**config.mk**
```make
export PLATFORM = sky130hd
export DESIGN_NAME = spi_master_gen
export DESIGN_NICKNAME = d
export VERILOG_FILES = /design/src/rtl/spi_pkg.sv /design/src/rtl/spi_sclk_gen.sv /design/src/rtl/spi_master_gen.sv
export SDC_FILE = /design/constraint.sdc
export NUM_CORES = 1
export LEC_CHECK = 0
export BUFFER_PORTS_ARGS = -buffer_cell sky130_fd_sc_hd__buf_2
export CORE_ASPECT_RATIO = 2
export CORE_UTILIZATION = 49
export CTS_CLUSTER_DIAMETER = 150
export DETAILED_ROUTE_END_ITERATION = 8
export GPL_TIMING_DRIVEN = 0
export PLACE_DENSITY = 0.82
export SYNTH_ARGS = -nofsm -noshare
export SYNTH_HDL_FRONTEND = slang
export SYNTH_SLANG_ARGS = --single-unit
```
**constraint.sdc**
```tcl
create_clock -name clk -period 2.2 [get_ports clk]
set_input_delay 0.11 -clock clk [delete_from_list [all_inputs] [get_ports clk]]
set_output_delay 0.11 -clock clk [all_outputs]
set_load 0.005 [all_outputs]
```
**src/rtl/spi_pkg.sv**
```systemverilog
`default_nettype none
// ============================================================================
// Module      : spi_pkg
// Description : Shared state encoding, mode record and latency helper for
//               the parametrised SPI master.
// Revision    : 1.0 - initial release
// ============================================================================
package spi_pkg;

    localparam logic [2:0] c_st_idle  = 3'd0;
    localparam logic [2:0] c_st_front = 3'd1;
    localparam logic [2:0] c_st_shift = 3'd2;
    localparam logic [2:0] c_st_back  = 3'd3;
    localparam logic [2:0] c_st_done  = 3'd4;

    typedef enum logic [2:0] {
        IDLE  = c_st_idle,
        FRONT = c_st_front,
        SHIFT = c_st_shift,
        BACK  = c_st_back,
        DONE  = c_st_done
    } spi_state_e;

    typedef struct packed {
        logic cpol;
        logic cpha;
    } spi_mode_t;

    // Clock cycles from the accepted wrt cycle to the done cycle.
    function automatic int unsigned spi_latency(input int unsigned data_w,
                                                input int unsigned sclk_div);
        return sclk_div * (data_w + 1) + 1;
    endfunction

endpackage
`default_nettype wire

```
**src/rtl/spi_sclk_gen.sv**
```systemverilog
`default_nettype none
// ============================================================================
// Module      : spi_sclk_gen
// Description : SCLK divider with registered SCLK and edge/half-period strobes.
// Revision    : 1.0 - initial release
// ============================================================================
module spi_sclk_gen #(
    parameter int SCLK_DIV = 32
) (
    input  logic clk,
    input  logic rst,
    input  logic en,
    input  logic shift_en,
    input  logic cpol,
    output logic sclk,
    output logic lead_edge,
    output logic trail_edge,
    output logic half_done
);

    localparam int c_cnt_w = $clog2(SCLK_DIV);
    localparam logic [c_cnt_w-1:0] c_lead_cnt  = c_cnt_w'(SCLK_DIV - 1);
    localparam logic [c_cnt_w-1:0] c_trail_cnt = c_cnt_w'(SCLK_DIV / 2 - 1);

    logic [c_cnt_w-1:0] r_cnt;
    logic               r_sclk;

    // The shift phase starts half a period into the count, so the leading
    // edge lands on the counter wrap and the trailing edge at mid-count.
    assign lead_edge  = shift_en && (r_cnt == c_lead_cnt);
    assign trail_edge = shift_en && (r_cnt == c_trail_cnt);
    assign half_done  = en && ((r_cnt == c_lead_cnt) || (r_cnt == c_trail_cnt));
    assign sclk       = r_sclk;

    always_ff @(posedge clk or posedge rst) begin
        if (rst) begin
            r_cnt <= '0;
        end else if (en) begin
            r_cnt <= r_cnt + c_cnt_w'(1);
        end else begin
            r_cnt <= '0;
        end
    end

    always_ff @(posedge clk or posedge rst) begin
        if (rst) begin
            r_sclk <= 1'b0;
        end else if (lead_edge) begin
            r_sclk <= ~cpol;
        end else if (trail_edge || !shift_en) begin
            r_sclk <= cpol;
        end
    end

endmodule
`default_nettype wire

```
**src/rtl/spi_master_gen.sv**
```systemverilog
`default_nettype none
// ============================================================================
// Module      : spi_master_gen
// Description : Parametrised SPI master, all four CPOL/CPHA modes, wrt/done
//               handshake with busy and illegal slave-select rejection.
// Revision    : 1.0 - initial release
// ============================================================================
module spi_master_gen
    import spi_pkg::*;
#(
    parameter int DATA_W   = 16,
    parameter int SCLK_DIV = 32,
    parameter int NUM_SS   = 1
) (
    input  logic              clk,
    input  logic              rst,
    input  logic              wrt,
    input  logic [DATA_W-1:0] cmd,
    input  logic [2:0]        ss_sel,
    input  logic [1:0]        mode,
    output logic [NUM_SS-1:0] SS_n,
    output logic              SCLK,
    output logic              MOSI,
    input  logic              MISO,
    output logic              busy,
    output logic              done,
    output logic              err,
    output logic [DATA_W-1:0] rd_data
);

    localparam int c_bit_w = $clog2(DATA_W + 1);
    localparam logic [c_bit_w-1:0] c_last_bit = c_bit_w'(DATA_W - 1);
    localparam logic [3:0]         c_num_ss   = 4'(NUM_SS);

    logic [2:0]         r_state;
    spi_mode_t          r_mode;
    logic [DATA_W-1:0]  r_shift;
    logic [c_bit_w-1:0] r_bits;
    logic               r_mosi;
    logic [NUM_SS-1:0]  r_ss_n;
    logic [DATA_W-1:0]  r_rd;
    logic               r_err;

    logic w_can_start;
    logic w_ss_ok;
    logic w_start;
    logic w_reject;
    logic w_active;
    logic w_shift;
    logic w_cpol;
    logic w_lead;
    logic w_trail;
    logic w_half_done;

    // DONE behaves like IDLE for new requests so back-to-back words only
    // lose the single SS_n-high cycle.
    assign w_can_start = (r_state == c_st_idle) || (r_state == c_st_done);
    assign w_ss_ok     = ({1'b0, ss_sel} < c_num_ss);
    assign w_start     = w_can_start && wrt && w_ss_ok;
    assign w_reject    = w_can_start && wrt && !w_ss_ok;
    assign w_active    = (r_state == c_st_front) || (r_state == c_st_shift) ||
                         (r_state == c_st_back);
    assign w_shift     = (r_state == c_st_shift);
    assign w_cpol      = w_can_start ? mode[1] : r_mode.cpol;

    spi_sclk_gen #(
        .SCLK_DIV (SCLK_DIV)
    ) u_sclk_gen (
        .clk        (clk),
        .rst        (rst),
        .en         (w_active),
        .shift_en   (w_shift),
        .cpol       (w_cpol),
        .sclk       (SCLK),
        .lead_edge  (w_lead),
        .trail_edge (w_trail),
        .half_done  (w_half_done)
    );

    always_ff @(posedge clk or posedge rst) begin
        if (rst) begin
            r_state <= c_st_idle;
            r_mode  <= '0;
            r_shift <= '0;
            r_bits  <= '0;
            r_mosi  <= 1'b0;
            r_ss_n  <= '1;
            r_rd    <= '0;
            r_err   <= 1'b0;
        end else begin
            r_err <= w_reject;
            case (r_state)
                c_st_idle, c_st_done: begin
                    if (w_start) begin
                        r_state <= c_st_front;
                        r_mode  <= spi_mode_t'(mode);
                        r_shift <= cmd;
                        r_bits  <= '0;
                        r_ss_n  <= ~(NUM_SS'(1) << ss_sel);
                        if (!mode[0]) begin
                            r_mosi <= cmd[DATA_W-1];
                        end
                    end else begin
                        r_state <= c_st_idle;
                    end
                end
                c_st_front: begin
                    if (w_half_done) begin
                        r_state <= c_st_shift;
                    end
                end
                c_st_shift: begin
                    // One register serves both directions: MISO enters at the
                    // LSB as the outgoing MSB leaves.
                    if (w_lead) begin
                        if (r_mode.cpha) begin
                            r_mosi <= r_shift[DATA_W-1];
                        end else begin
                            r_shift <= {r_shift[DATA_W-2:0], MISO};
                        end
                    end
                    if (w_trail) begin
                        r_bits <= r_bits + c_bit_w'(1);
                        if (r_mode.cpha) begin
                            r_shift <= {r_shift[DATA_W-2:0], MISO};
                        end else begin
                            r_mosi <= r_shift[DATA_W-1];
                        end
                        if (r_bits == c_last_bit) begin
                            r_state <= c_st_back;
                        end
                    end
                end
                c_st_back: begin
                    if (w_half_done) begin
                        r_state <= c_st_done;
                        r_ss_n  <= '1;
                        r_rd    <= r_shift;
                    end
                end
                default: begin
                    r_state <= c_st_idle;
                end
            endcase
        end
    end

    assign SS_n    = r_ss_n;
    assign MOSI    = r_mosi;
    assign busy    = w_active;
    assign done    = (r_state == c_st_done);
    assign err     = r_err;
    assign rd_data = r_rd;

endmodule
`default_nettype wire

```
Word-level counts from Yosys, hierarchy flattened
Cells that the tools add are included.
{"block": "op_classes", "n_addsub": 2, "n_lt_le_gt_ge": 1, "eq_ne": 13, "shift": 1, "mux": 29, "bitwise": 2, "n_reduce_logical": 25}
{"op": "16-bit 2-to-1 mux", "n": 5}
{"op": "16-bit one-hot mux with 2 select lines", "n": 1}
{"op": "5-bit 2-to-1 mux", "n": 3}
{"op": "1-bit 2-to-1 mux", "n": 12}
{"op": "3-bit 2-to-1 mux", "n": 4}
{"op": "3-bit one-hot mux with 4 select lines", "n": 1}
{"op": "5-bit by 1-bit adder with 5-bit output (second input constant)", "n": 2}
{"op": "5-bit by 4-bit equality test with 1-bit output (second input constant)", "n": 2}
{"op": "5-bit one-hot mux with 2 select lines", "n": 1}
{"op": "3-bit AND reduction", "n": 3}
{"op": "2-bit inequality test (second input constant)", "n": 4}
{"op": "3-bit by 2-bit equality test with 1-bit output (second input constant)", "n": 2}
{"op": "1-bit logical AND", "n": 6}
{"op": "2-bit AND reduction", "n": 3}
{"op": "2-bit nonzero test", "n": 3}
{"op": "5-bit equality test (second input constant)", "n": 1}
{"op": "1-bit logical OR", "n": 5}
{"op": "2-bit by 1-bit inequality test with 1-bit output (second input constant)", "n": 2}
{"op": "1-bit one-hot mux with 2 select lines", "n": 2}
{"op": "4-bit AND reduction", "n": 1}
{"op": "3-bit by 1-bit equality test with 1-bit output (second input constant)", "n": 1}
{"op": "3-bit equality test (second input constant)", "n": 1}
{"op": "3-bit logical NOT", "n": 1}
{"op": "3-bit by 1-bit less-than comparator with 1-bit output (second input constant)", "n": 1}
{"op": "other kinds (4)", "n": 6}
{"block": "word_totals", "reg_bits": 51, "out_inout_bits": 22, "elab_cells": 84}

Logic depth before layout (Yosys ltp)
Gate-level depths: netlist of the first run.
{"block": "depth", "depth_word": 6, "ltp_mapped": 9}

By module
Synthesis of the first run repeated with hierarchy kept, for this count alone.
{"block": "hier_totals", "cells_unflattened": 179, "hier_area_um2": 2265.9}
{"mod": "spi_master_gen", "instances": 1, "cells_per_inst": 151, "area_each_um2": 1961.9, "seq_area_each_um2": 1127.3}
{"mod": "spi_sclk_gen", "instances": 1, "cells_per_inst": 28, "area_each_um2": 304.0, "seq_area_each_um2": 150.1}

Worst setup path before layout of the first run
OpenSTA, ideal clock, no wires.
{"block": "synth_timing", "kind": "reg-to-reg", "from": "register u_sclk_gen.r_cnt[0]", "to": "register r_shift[0]", "arrival_ns": 1.911, "required_ns": 2.082, "path_slack_ns": 0.171, "stages_incl_launch_ff": 9, "n_path_buf": 1, "cell_sequence": "dfrtp_1 ha_1 and3_1 ha_1 mux2i_2 nor2_8 buf_6 a22o_1 a21o_1"}
{"block": "synth_between", "elab_chain_len": 6}
{"item": "start: declaration", "line_no": "spi_sclk_gen.sv:25", "rtl": "logic [c_cnt_w-1:0] r_cnt;"}
{"item": "start signal: assignment", "line_no": "spi_sclk_gen.sv:39", "rtl": "r_cnt <= r_cnt + c_cnt_w'(1);"}
{"item": "5-bit equality test", "line_no": "spi_sclk_gen.sv:30", "rtl": "assign lead_edge = shift_en && (r_cnt == c_lead_cnt);"}
{"item": "1-bit logical AND", "line_no": "spi_sclk_gen.sv:30"}
{"item": "16-bit 2-to-1 mux", "line_no": "spi_master_gen.sv:115", "rtl": "if (w_lead) begin"}
{"item": "16-bit 2-to-1 mux", "line_no": "spi_master_gen.sv:124", "rtl": "if (r_mode.cpha) begin"}
{"item": "16-bit 2-to-1 mux *", "line_no": "spi_master_gen.sv:122", "rtl": "if (w_trail) begin"}
{"item": "16-bit one-hot mux with 2 select lines *", "line_no": "spi_master_gen.sv:92", "rtl": "case (r_state)"}
{"item": "end signal: assignment", "line_no": "spi_master_gen.sv:97", "rtl": "r_shift <= cmd;"}
{"item": "end signal: assignment", "line_no": "spi_master_gen.sv:119", "rtl": "r_shift <= {r_shift[DATA_W-2:0], MISO};"}
{"item": "end signal: assignment", "line_no": "spi_master_gen.sv:125", "rtl": "r_shift <= {r_shift[DATA_W-2:0], MISO};"}
{"item": "end: declaration", "line_no": "spi_master_gen.sv:37", "rtl": "logic [DATA_W-1:0] r_shift;"}
Every way passes the cells marked *; elsewhere a longest branch is shown, timed or not.
A chain may end at the register's enable or synchronous reset.

Final worst setup path of the first run
{"block": "layout_timing", "from": "register u_sclk_gen.r_cnt[0]", "to": "register r_rd[4], in the netlist rd_data[4]"}
{"block": "layout_between", "elab_chain_len": 4}
{"item": "5-bit equality test or 5-bit by 4-bit equality test with 1-bit output (tied branches)", "line_no": "spi_sclk_gen.sv:32", "rtl": "assign half_done = en && ((r_cnt == c_lead_cnt) || (r_cnt == c_trail_cnt));"}
{"item": "1-bit logical OR *", "line_no": "spi_sclk_gen.sv:32"}
{"item": "1-bit logical AND *", "line_no": "spi_sclk_gen.sv:32"}
{"item": "2-bit AND reduction (no line) *"}
{"item": "end signal: assignment", "line_no": "spi_master_gen.sv:138", "rtl": "r_rd <= r_shift;"}
{"item": "end: declaration", "line_no": "spi_master_gen.sv:41", "rtl": "logic [DATA_W-1:0] r_rd;"}
Marked as above.

==> results list, run 1 <==
* Number of buffers on the longest clock path: 2
- Fill cells in the final layout number 372.
* DRC violations left: 0
* Setup skew after layout: 8.16 ps
* HP Start: mode[1]
- The worst setup path is captured at a register.
- For this run, the leading register cell type out of synthesis is dfrtp_1.
- The critical path in this run is classified as reg -> reg.
- Most common cell in the netlist: dfrtp_1
- IR analysis of the VDD net gives a maximum drop of 710 uV.
* Worst Path Max Fanout: 10
- Routability-driven placement finished with a final weighted congestion of 0.758.
- The max-slew violation count came to 0.
* Worst Hold Path EP: r_mode[1]
- Instance count of the mapped netlist: 184
- The finished cells cover 0.00282 mm^2.
- Clock root buffer: clkbuf_8
- Measured against its own limit, the worst slew margin works out to between 70% and 80%.
- The number of antenna diodes in the final layout is 0.
- Per-cell via count in the routed design: ~5.4
* First DRT Iteration DRCs: 18
* CP Launch Type: register
- Worst hold stages: 3
- The clock period could shrink to 2090 ps.
- The biggest area contributor in the post-synthesis netlist is dfrtp_1.
- Net count of the mapped netlist: 214
- Synthesized area per cell: 12.5 um^2
- Area share of the largest cell type after synthesis: 54.4%
- P&R area growth vs syn: 22.6%
- Placement-stage cell area: 0.00262 mm^2
- Die area: 0.00499 mm^2
- In the global route stage, overall resource usage came out at a little over a fifth.
- Area of combinational cells with multiple inputs: around 1000 um^2
* Max incr delay on CP: 410 ps
* Seq/Total Area, Yosys: 55.6%
* Area of the mapped netlist: 0.00230 mm^2
* First-pass GRT wire length: 7870 um
- The first TritonRoute pass finished after 4 iterations.
- Count of nets after finishing: 271
* Starting Density: about half
- The clock reaches the later pin of the worst-skew pair after 300 ps.
* Required arrival time at the worst endpoint: 2390 ps
* Number of library cell types mapped by synthesis: 40
- Antenna viol nets, final: 0
- For this run, the top clock speed supported by timing is around 480 MHz.
- For this design, the slowest cell found on the critical path is dfrtp_1.
- Fin worst setup slack: 109 ps
* Number of H-tree levels: 2
- Synthesis inferred 51 register bits.
* Number of flops mapped to enable cells by yosys: 0
- Summed over all cells, the static leakage comes to approximately 1.6 nW.
- Worst r2r src: u_sclk_gen.r_cnt[0]
- Total power per unit cell area: 622 mW/mm^2
- Clock transition at the registers of the reported paths: 90 ps
- TritonCTS built the clock tree.
* Cell depth of the worst flop-to-flop path: 8
* Proportion of layout cells with a drive suffix above 1: 35.5%
- The core region is roughly 0.0044 mm^2.
* Total setup violations reported at the end of the flow: 0
- Detailed-route via count: about 1600
- Summing all flip-flop and latch instances after layout gives 0.00128 mm^2.
* Tightest Pin Transition: between 400 and 500 ps
- YS warnings: 0
- Number of primary I/O pins: between 40 and 50
- Min-Delay Path Class: in -> reg
* GRT overflow: 0
- Wire length after detailed routing: 4420 um
* Detailed Place HPWL: 3220 um
* Die outline height: between 90 and 100 um
* Most frequent cells after synthesis: dfrtp_1 (50), a21o_1 (17), a22o_1 (16)
- The count of buffers added on input and output ports is 46.
* Share of synthesized registers carrying an async set or reset: 100%
* Portion of the clock cycle consumed by the worst path in the final layout: 95.0%
- The via count of the first global-routing pass came to 1668.
- The number of clock buffers added by TritonCTS is 5.
- Initial antenna violation count: 0
* Data arrival time of the critical path: 2280 ps
- Number of hold-slack violations in the final timing report: 0
- The run finished with clean final reports.
- The initialized floorplan defines 34 standard-cell rows.
- CP cell instances: ha_1 -> and3_2 -> ha_4 -> o21ai_2 -> nor3b_2 -> buf_4 -> buf_6 -> mux2_1
- Reg-to-reg setup timing slack: around 110 ps
* Largest cells by area after synthesis: dfrtp_1 (54%), a22o_1 (6.1%), a21o_1 (5.6%), mux2_1 (3.9%), mux2_2 (3.9%)
- The tree built by TritonCTS fans out to 51 sinks.
- In this run the critical register-to-register path is captured at rd_data[4].
* Post-placement worst setup slack: -61.8 ps
- After detailed routing, the average wire length per cell comes to 14.9 um.
* X dimension of the die: ~50 um
- Count of max-cap constraint violations: 0
* Pin count of the biggest net entering global routing: 39
[per-layer routing]
layer  share of wire [%]  global-route usage, %
met1                  40                   25.2
met2                  56                   36.1
met3                 2.5                   2.62
met4                 2.1                   10.0
met5                   0                      0
[worst max-delay path: cells and delay by family (launching register included)]
kind | cells | cell delay, ps
mux | 1 | 310
fa+ha+maj | 2 | 430
simple gates | 2 | 330
compound gates | 1 | 200
buf+inv | 2 | 290
flops | 1 | 410
[cell usage in the layout (no fill, tap or decap), drive strengths merged, types with 2 or more instances in the layout]
cell	instances
a21o	17
a21oi	2
a22o	16
a31oi	2
and2	2
and3	3
buf	55
bufinv	2
clkbuf	6
dfrtp	50
ha	5
inv	5
mux2	16
mux2i	4
nand2	14
nand3	3
nor2	15
nor3	2
nor3b	2
o21ai	5
o2bb2ai	2
xor2	2
[registers in the layout, summed over array words and instances (netlist names)]
| register | flops |
|---|---|
| rd_data | 16 |
| u_sclk_gen.r_cnt | 5 |
| u_sclk_gen.sclk | 1 |
| r_mode | 2 |
| SS_n | 1 |
| r_shift | 16 |
| err | 1 |
| MOSI | 1 |
| r_bits | 5 |
| r_state | 3 |
[stage by stage]
stage	hold slack (ps)	TNS, ps	utilization [%]	power (W)	instances
3_5_place_dp	83.2	-489	59.1	0.00101	285
6_report	18.7	0	63.7	0.00175	296
4_1_cts	17.3	0	63.3	0.00177	296
5_1_grt	58.3	-10.4	63.7	0.00181	296
2_1_floorplan	215	0	-	0.000973	184
3_3_place_gp	331	-62.4	58.7	0.00100	284
[logic make-up after synthesis]
| family | count (synthesis) | synth area share (%) |
|---|---|---|
| adders and majority gates | 5 | 2.72 |
| buffers and inverters | 12 | 3.76 |
| AOI/OAI and AO/OA | 48 | 16.3 |
| and+or+nand+nor | 45 | 10.8 |
| DFF | 51 | 55.6 |
| muxes | 20 | 9.74 |
| xor gates and xnor gates | 3 | 1.14 |
[how the worst max path moves through the flow]
| stage | end | cells past startpoint | slack, ps | from |
|---|---|---|---|---|
| floorplan | r_shift[0] | 8 | 170 | u_sclk_gen.r_cnt[0] |
| global placement | rd_data[2] | 8 | -10 | u_sclk_gen.r_cnt[0] |
| detailed placement | rd_data[4] | 8 | -60 | u_sclk_gen.r_cnt[0] |
| CTS | rd_data[4] | 8 | 40 | u_sclk_gen.r_cnt[0] |
| global route | rd_data[2] | 8 | -5 | u_sclk_gen.r_cnt[0] |
| finish | rd_data[4] | 8 | 110 | u_sclk_gen.r_cnt[0] |
[final cells by class]
cell class	instances	area share [%]
sequential	51	45.3
clock inverter	3	2.40
timing repair buffer	50	9.77
multi-input combinational	121	34.6
inverter	5	0.666
tap	54	2.40
clock buffer	5	2.44
buffer	7	2.40
[repair_timing]
action	in CTS	in global routing
pin swaps	0	0
buffers inserted	2	0
endpoints found under the setup margin	18	22
hold buffers	1	0
resized for setup	3	4
gates cloned	0	0
endpoints found under the hold margin	13	0
[where the power goes]
group | total [W] | internal [W] | switching [W] | leakage [nW]
combinational | 0.0000486 | 0.0000209 | 0.0000277 | 0.842
sequential | 0.000938 | 0.000938 | 0.000000699 | 0.672
clock | 0.000766 | 0.000453 | 0.000312 | 0.0644
Power figures use the tool's default switching activity.
==> run 2: changes to the inputs <==
Settings changed: CTS_BUF_LIST set to sky130_fd_sc_hd__clkbuf_16.
==> run 2 against run 1 <==
  * Wire length up 6.5%
  * Sequential power about the same
  * Non-clock buffer count unchanged
  * First-iteration DRC count increased by 33%
  * Setup slack improved by 9.8 ps
  * Cell area grew 2.0%
  * Via count increased by 1.9%
  * Power grew 13%
  * Count of clock-buffer cells in the layout stayed put
  * Critical path type unchanged
  * Largest power group is now clock
  * Highest routed layer unchanged
==> results list, run 2 (synthesis results as in run 1) <==
- The number of antenna violations at the first check in global routing was 0 (unchanged).
- The time the final worst path needs with I/O delays and setup was 2080 ps (was 2090 ps).
* Highest-count cells in the layout ignoring fill and taps: dfrtp_1 (50), buf_2 (46), a21o_1 (17) (unchanged)
- The half-perimeter wire length after detailed placement was 3220 um (unchanged).
- The via density per instance is 5.54 (was 5.44).
- Cells after DPL: 285 (unchanged)
- Outcome: finished clean (unchanged)
- Clock root buffer: clkbuf_16 (was clkbuf_8)
- The CTS sink count was 51 (unchanged).
- The number of clock buffers inserted by TritonCTS was 5 (unchanged).
* Beginning of the critical path: u_sclk_gen.r_cnt[0] (unchanged)
- The layout cell share with drive strength beyond 1 is 35.5% (unchanged).
- The tightest slew margin relative to the limit is 70.2% (was 71.5%).
- Final Wtd Congestion: 0.758 (unchanged)
* LEAKAGE: 1.60 nW (was 1.58 nW)
- Reg-to-reg setup timing slack: 120 ps (was 110 ps)
- The startpoint of the worst register-to-register path is u_sclk_gen.r_cnt[0] (unchanged).
- The commonest non-fill, non-tap cell in the layout is dfrtp_1 (unchanged).
* Filler cell count: 355 (was 372)
- GRT overflow: 0 (unchanged)
- The number of max-cap violations is 0 (unchanged).
- The end of the worst register-to-register path was rd_data[0] (was rd_data[4]).
- The longest individual stage delay on the worst path came to 400 ps (was 410 ps).
- Total setup violations reported at the end of the flow: 0 (unchanged)
- The via count of the first global-routing pass is 1757 (was 1668).
- The total power density per cell area is 689 mW/mm^2 (was 622 mW/mm^2).
* First DRT Iteration DRCs: 24 (was 18)
* HP Start: mode[1] (unchanged)
- Pin count of the biggest net entering global routing: 39 (unchanged)
- Detailed-route via count: 1641 (was 1610)
* Capture point of the critical path: rd_data[0] (was rd_data[4])
- The final period utilization is 94.6% (was 95.0%).
- Antenna viol nets, final: 0 (unchanged)
- The clock skew was 5.50 ps (was 8.16 ps).
* Total Power Consumption: 0.00198 W (was 0.00175 W)
- The maximum clock path buffer count came to 2 (unchanged).
- Clock transition at the registers of the reported paths: 70 ps (was 90 ps)
* P&R area growth vs syn: 25.0% (was 22.6%)
* Required arrival time at the worst endpoint: 2370 ps (was 2390 ps)
* Number of hold-slack violations in the final timing report: 0 (unchanged)
- Number of primary I/O pins: 47 (unchanged)
* Insertion delay of the later-clocked pin in the worst-skew pair: 290 ps (was 300 ps)
* Number of rows in the core area: 34 (unchanged)
- The chip height came to 98.9 um (unchanged).
* Min-Delay Path Class: in -> reg (unchanged)
- X dimension of the die: 50.4 um (unchanged)
- The maximum level of the CTS H-tree was 2 (unchanged).
- CP cell instances: ha_1 -> and3_2 -> ha_4 -> o21ai_2 -> nor3b_2 -> buf_4 -> buf_6 -> mux2_1 (unchanged).
- Data arrival time of the critical path: 2250 ps (was 2280 ps)
- The max-slew violation count came to 0 (unchanged).
* Cell depth of the worst flop-to-flop path: 8 (unchanged)
- Area of combinational cells with multiple inputs: 975 um^2 (unchanged)
* Number of antenna cells inserted: 0 (unchanged)
- The aggregate routed wire length is 4710 um (was 4420 um).
* Non-filler cells, final: 296 (unchanged)
* Port Buf Inserts: 46 (unchanged)
- Slowest cell on the critical path: dfrtp_1 (unchanged)
- Setup Crit Path Kind: reg -> reg (unchanged)
* Initial DRT Pass Iterations: 4 (unchanged)
* Tightest Pin Transition: 447 ps (was 424 ps)
- First-pass GRT wire length: 8140 um (was 7870 um)
- The initial standard-cell utilization of the core is 52.0% (unchanged).
* Accumulated negative setup slack: 0 ps (unchanged)
- DRC violations left: 0 (unchanged)
- The fmax is 481 MHz (was 478 MHz).
- The die area is 0.00499 mm^2 (unchanged).
* Global Route Usage Sum: 21.9% (was 21.0%)
- The maximum VDD drop is 764 uV (was 710 uV).
- The number of nets in the final layout was 271 (unchanged).
- Type of destination of the critical path: register (unchanged)
- The maximum fanout encountered on the critical timing path was 10 (unchanged).
* Worst hold slack across all endpoints: 37.9 ps (was 18.7 ps)
- Register Area: 0.00128 mm^2 (unchanged)
- The placeable core region came to 0.00442 mm^2 (unchanged).
- CP Launch Type: register (unchanged)
- Mean routed wirelength per cell: 15.9 um (was 14.9 um)
* CTS tree: built (unchanged)
-- run 2: worst max-delay path, delay by kind of cell, from the launching register on --
| family | cells | cell delay [ps] |
|---|---|---|
| compound gates | 1 | 200 |
| fa+ha+maj | 2 | 430 |
| flops | 1 | 400 |
| buf+inv | 2 | 290 |
| simple gates | 2 | 330 |
| mux | 1 | 310 |
-- run 2: through the flow --
step	area [um^2]	worst slack [ps]	util, %
2_1_floorplan	2300	171	-
3_3_place_gp	2600	-12.0	58.7
3_5_place_dp	2620	-61.8	59.1
4_1_cts	2860	52.0	64.5
5_1_grt	2870	-12.2	65.0
6_report	2870	119	65.0
-- run 2: how the worst min path moves through the flow --
stage | cells past startpoint | end | slack, ps
2_1_floorplan | 2 | r_mode[1] | 220
3_5_place_dp | 2 | rd_data[3] | 80
5_1_grt | 3 | r_mode[1] | 90
3_3_place_gp | 3 | r_mode[1] | 330
6_report | 3 | r_mode[1] | 40
4_1_cts | 3 | r_mode[1] | 40
-- run 2: per-layer routing --
metal / share of wire, % / GRT usage [%]
met1: 37 / 24.6
met4: 3.2 / 11.1
met3: 3.0 / 3.24
met2: 57 / 38.8
met5: 0 / 0
-- run 2: timing repair --
item | in CTS | in global routing
cloned | 0 | 0
hold buffers | 1 | 0
setup endpoints to repair | 18 | 20
resized for setup | 3 | 4
setup buffers | 2 | 0
endpoints found under the hold margin | 13 | 0
-- run 2: where the power goes --
part | internal [W] | switching, W | leakage, nW
sequential | 0.000938 | 0.000000714 | 0.672
combinational | 0.0000209 | 0.0000281 | 0.842
clock | 0.000651 | 0.000341 | 0.0900
total | 0.00161 | 0.000369 | 1.60
-- run 2: final cells by class --
| class | instances | area share, % |
|---|---|---|
| clock inverters | 3 | 2.35 |
| flip-flops and latches | 51 | 44.4 |
| clock buffers | 5 | 4.35 |
| inverters | 5 | 0.653 |
| multi-input cells | 121 | 33.9 |
| well taps | 54 | 2.35 |
| plain buffers | 7 | 2.35 |
| repair buffers | 50 | 9.58 |
